$ cat src/rtl/if_fetch_stage.sv
// Instruction-fetch stage: drives instruction memory and fills the IF/ID register.
// Optional macro IF_FETCH_COUNT_EN adds a fetch_count output counting delivered instructions.
module if_fetch_stage (
  input  logic        clk,
  input  logic        rst,
  input  logic        freeze,
  input  logic        branch_taken,
  input  logic [31:0] branch_addr,
  output logic        imem_req,
  output logic [31:0] imem_addr,
  input  logic [31:0] imem_rdata,
  input  logic        imem_ack,
  output logic [31:0] instruction,
  output logic [31:0] pc_out,
  output logic        valid,
`ifdef IF_FETCH_COUNT_EN
  output logic [31:0] fetch_count,
`endif
  output logic [1:0]  state_dbg
);

  // Memory handshake: a request (imem_req=1, imem_addr) stays asserted and
  // unchanged until the cycle imem_ack=1; that cycle completes it and
  // imem_rdata is taken only then. A request is never withdrawn early.
  typedef enum logic [1:0] {FETCH = 2'd0, DROP = 2'd1, HOLD = 2'd2} state_t;

  state_t      state, state_n;
  logic [31:0] req_addr, req_addr_n;
  logic [31:0] target, target_n;
  logic [31:0] buf_instr, buf_instr_n;
  logic [31:0] buf_pc, buf_pc_n;
  logic [31:0] instr_n, pc_n;
  logic        valid_n;
  logic [31:0] addr_inc;

  assign addr_inc  = req_addr + 32'd4;
  assign imem_req  = !rst && (state != HOLD);
  assign imem_addr = req_addr;
  assign state_dbg = state;

  always_comb begin
    state_n     = state;
    req_addr_n  = req_addr;
    target_n    = target;
    buf_instr_n = buf_instr;
    buf_pc_n    = buf_pc;
    instr_n     = instruction;
    pc_n        = pc_out;
    valid_n     = valid;
    case (state)
      FETCH: begin
        if (branch_taken) begin
          valid_n = 1'b0;
          if (imem_ack) begin
            req_addr_n = branch_addr;
          end else begin
            target_n = branch_addr;
            state_n  = DROP;
          end
        end else if (imem_ack) begin
          if (freeze) begin
            buf_instr_n = imem_rdata;
            buf_pc_n    = addr_inc;
            state_n     = HOLD;
          end else begin
            instr_n    = imem_rdata;
            pc_n       = addr_inc;
            valid_n    = 1'b1;
            req_addr_n = addr_inc;
          end
        end else if (!freeze) begin
          valid_n = 1'b0;
        end
      end
      DROP: begin
        // Stale request still in flight; a newer redirect replaces the older one.
        valid_n = 1'b0;
        if (branch_taken) target_n = branch_addr;
        if (imem_ack) begin
          req_addr_n = branch_taken ? branch_addr : target;
          state_n    = FETCH;
        end
      end
      HOLD: begin
        if (branch_taken) begin
          valid_n    = 1'b0;
          req_addr_n = branch_addr;
          state_n    = FETCH;
        end else if (!freeze) begin
          instr_n    = buf_instr;
          pc_n       = buf_pc;
          valid_n    = 1'b1;
          req_addr_n = addr_inc;
          state_n    = FETCH;
        end
      end
      default: state_n = FETCH;
    endcase
  end

  always_ff @(posedge clk) begin
    if (rst) begin
      state       <= FETCH;
      req_addr    <= 32'd0;
      target      <= 32'd0;
      buf_instr   <= 32'd0;
      buf_pc      <= 32'd0;
      instruction <= 32'd0;
      pc_out      <= 32'd0;
      valid       <= 1'b0;
    end else begin
      state       <= state_n;
      req_addr    <= req_addr_n;
      target      <= target_n;
      buf_instr   <= buf_instr_n;
      buf_pc      <= buf_pc_n;
      instruction <= instr_n;
      pc_out      <= pc_n;
      valid       <= valid_n;
    end
  end

`ifdef IF_FETCH_COUNT_EN
  logic deliver;
  assign deliver = !branch_taken && !freeze &&
                   ((state == FETCH && imem_ack) || state == HOLD);

  always_ff @(posedge clk) begin
    if (rst) fetch_count <= 32'd0;
    else if (deliver) fetch_count <= fetch_count + 32'd1;
  end
`endif

endmodule

$ cat config.mk
export PLATFORM = sky130hd
export DESIGN_NAME = if_fetch_stage
export DESIGN_NICKNAME = d
export VERILOG_FILES = /design/src/rtl/if_fetch_stage.sv
export SDC_FILE = /design/constraint.sdc
export NUM_CORES = 1
export LEC_CHECK = 0
export BUFFER_PORTS_ARGS = -buffer_cell sky130_fd_sc_hd__buf_2
export CAP_MARGIN = 20
export CORE_AREA = 4 4 132 134
export DETAILED_ROUTE_END_ITERATION = 7
export DIE_AREA = 0 0 136 138
export PLACE_DENSITY = 0.81
export SETUP_SLACK_MARGIN = 0.4
export SYNTH_ARGS = -nofsm -noshare
export SYNTH_HDL_FRONTEND = slang
export SYNTH_SLANG_ARGS = --single-unit
$ cat constraint.sdc
create_clock -name clk -period 2.55 [get_ports clk]
set_input_delay 0.3825 -clock clk [delete_from_list [all_inputs] [get_ports clk]]
set_output_delay 0.3825 -clock clk [all_outputs]
set_load 0.02 [all_outputs]
==> metrics.cfg <==
[power]
ir_worst_vdd_mv = 0.4794
power_density_nw_per_um2 = 706.5
power.internal_mw = 5.238
clockPowerShare = 0.358
pwr-share-comb = 0.197
p_leak_nw = 4.229
seq_power_share = 0.445
switching_share = 0.3190
net-switching-power_mw = 2.454

[routing]
routed_via_density = 5.860
firstDrtPassIters = 5
drt_iter0_drc = 846
finalWirelength_um = 25490
vias = 8643
drc = 0
antenna_left = 0
wl_per_cell_um = 17.28

[floorplan]
fp.dieH_um = 138
die-area_um2 = 18770
start_util = 0.5489
rows = 47
die_w_um = 136
io_pins = 169
core_area_um2 = 16290

[global_route]
grt_pass1_vias = 7863
grt_use_total = 0.2655
grt_pass1_wl_um = 40970
overflow = 0
antenna_found_initial = 0
grt_max_degree = 163

[clocking]
clockRootBuffer = clkbuf_16
cts_made_buffers = 17
cts_buffer_depth = 2
cts_tree = yes
h-tree-depth = 4
clkSinkCount = 195
clkSlewWorstSetupHoldPaths_ns = 0.08
worst_skew_pair.late_latency_ns = 0.44
holdBufCountCts = 0

[synth]
synth_cell_types = 57
ys_warn_count = 0
seq_area_frac_synth = 0.4366
synthArstFlopShare = 0
ys_ff_latch = 195
syn_area_um2 = 8941
synth_cells = 1113
avgSynthCellArea_um2 = 8.033
syn_nets = 1187
synth_edf_count = 0
synth-main-ff-cell = dfxtp_1

[finish]
final_common_cell = nand2_1
nFillCells = 1338
drive_above_1_share = 0.2303
most-common-layout-cells = nand2_1, dfxtp_1, buf_2, a21oi_1, nor2_1
final_nets = 1316
multi_input_area_um2 = 4703
area_delta_synth_final_pct = 21.76
diodes = 0
seq_area_um2 = 3938

[placement]
io_buffer_count = 168
dp_hpwl_um = 16900
globalplace.congestion = 0.8847

[job]
max_cap_viol_count = 0

[status]
status = finished clean

[sta]
setup_viol = 0
period_share = 0.8370
finalCriticalPeriod_ns = 2.134
hold_ws_ns = 0.1817
clock_skew_ns = 0.008860
fmax_mhz = 468.5
tns_ns = 0
worst_pin_slew_ns = 0.7283
drv_slew = 0
hold_violations = 0
rsz0062_at_grt = true
slew_headroom = 0.5145

[worst_setup_path]
cp_max_fo = 11
crit_start = state_dbg[1]$_SDFFE_PP0P_
path_buf_inv = 2
crit_chain = inv_1 > ha_4 > nand2_1 > a211o_1 > buf_4 > or4_1 > a31oi_1
rr_startpoint = state_dbg[1]$_SDFFE_PP0P_
worstPathRequired_ns = 2.91
crit_path_start_kind = flip-flop
critPathTopFamily = simple AND/OR/NAND/NOR gates
crit_type = flip-flop to flip-flop
endpoint_kind = flip-flop
slowest_stage = or4_1
cp.arrival_ns = 2.49
slowest_delay_ns = 0.47

[min_path]
hold_class = input port to flip-flop
worstHoldStart = imem_rdata[15]

## kinds of logic (layout without fill, tap and decap cells)
kind of cell | count (synthesis) | in the layout | synth area share
muxes | 44 | 44 | 0.04940
AOI/OAI and AO/OA | 304 | 304 | 0.2189
xor gates and xnor gates | 23 | 23 | 0.02253
DFF | 195 | 195 | 0.4366
and+or+nand+nor | 423 | 424 | 0.2130
adders and majority gates | 5 | 5 | 0.006997
buffers and inverters | 119 | 260 | 0.05262
## flip-flops by register name, summed over array words and instances (netlist names)
signal and flops:
pc_out 32, target 32, valid 1, instruction 32, buf_instr 32, imem_addr 32, buf_pc 32, state_dbg 2
## metrics by stage
step | util | cell area (µm²) | worst slack [ns] | std cells | total power [mW]
floorplan | - | 9005 | 0.4048 | 1113 | 4.436
global placement | 0.6202 | 10100 | 0.3272 | 1435 | 4.893
detailed placement | 0.6202 | 10100 | 0.2431 | 1435 | 4.926
CTS | 0.6620 | 10780 | 0.3537 | 1468 | 7.679
global route | 0.6683 | 10890 | 0.3395 | 1475 | 8.000
finish | 0.6683 | 10890 | 0.4157 | 1475 | 7.691
## cell usage after synthesis, drive strengths merged, types with 7 or more instances
master	n	share of area
a211oi	65	0.055
a21oi	120	0.067
a311oi	7	0.0069
a31oi	11	0.0077
and3	25	0.017
buf	16	0.0094
clkbuf	84	0.035
dfxtp	195	0.44
inv	19	0.0080
mux2i	43	0.048
nand2	197	0.083
nand2b	9	0.0063
nand3	21	0.012
nand4	14	0.012
nor2	104	0.044
nor3	25	0.014
nor4	7	0.0083
o211ai	12	0.010
o21ai	36	0.020
o31a	10	0.0098
o32ai	11	0.011
xnor2	16	0.016
xor2	7	0.0069
## worst reg2reg max path: cells and delay by family, from the launching register on
kind | cells | cell delay (ns)
AND/OR/NAND/NOR | 2 | 0.60
adder cells (fa/ha/maj) | 1 | 0.19
buffers and inverters | 2 | 0.31
flip-flops | 1 | 0.37
AO/OA/AOI/OAI | 2 | 0.57
## area by class of cell
| type | instances | area share |
|---|---|---|
| clock buffers | 17 | 0.03908 |
| clock inverters | 15 | 0.01678 |
| inverters | 19 | 0.006551 |
| multi-input cells | 800 | 0.4320 |
| flip-flops and latches | 195 | 0.3617 |
| well taps | 220 | 0.02528 |
| repair buffers | 209 | 0.1186 |
## worst paths after layout
path / endpoint / slack [ns] / cells past startpoint
setup reg to reg: pc_out[28]$_SDFFE_PP0P_ / 0.42 / 7
hold reg to reg: target[10]$_SDFFE_PP0P_ / 0.45 / 2
setup / recovery: pc_out[28]$_SDFFE_PP0P_ / 0.42 / 7
hold / removal: buf_instr[15]$_SDFFE_PP0P_ / 0.18 / 3
## timing repair
action | 4_1_cts | 5_1_grt
gates resized for setup | 9 | 12
endpoints found under the setup margin | 84 | 64
pin swaps | 1 | 5
cloned | 1 | 1
setup buffers | 0 | 6
## routing by layer
metal  share of wire  vias to the layer above  GRT usage
met4           0.021                        0    0.08753
met5               0                        -          0
met3           0.091                       44    0.06177
met1            0.43                     4007     0.3690
met2            0.46                      388     0.4081
li1                -                     4204          -
## power by group through the flow
stage          clock network, mW  registers [mW]  logic [mW]
2_1_floorplan                  0            3.57       0.866
3_3_place_gp                   0            3.48        1.41
3_5_place_dp                   0            3.49        1.43
4_1_cts                     2.78            3.42        1.48
5_1_grt                     2.89            3.45        1.66
6_report                    2.75            3.43        1.51
No activity file was read; power rests on OpenSTA's default activity.
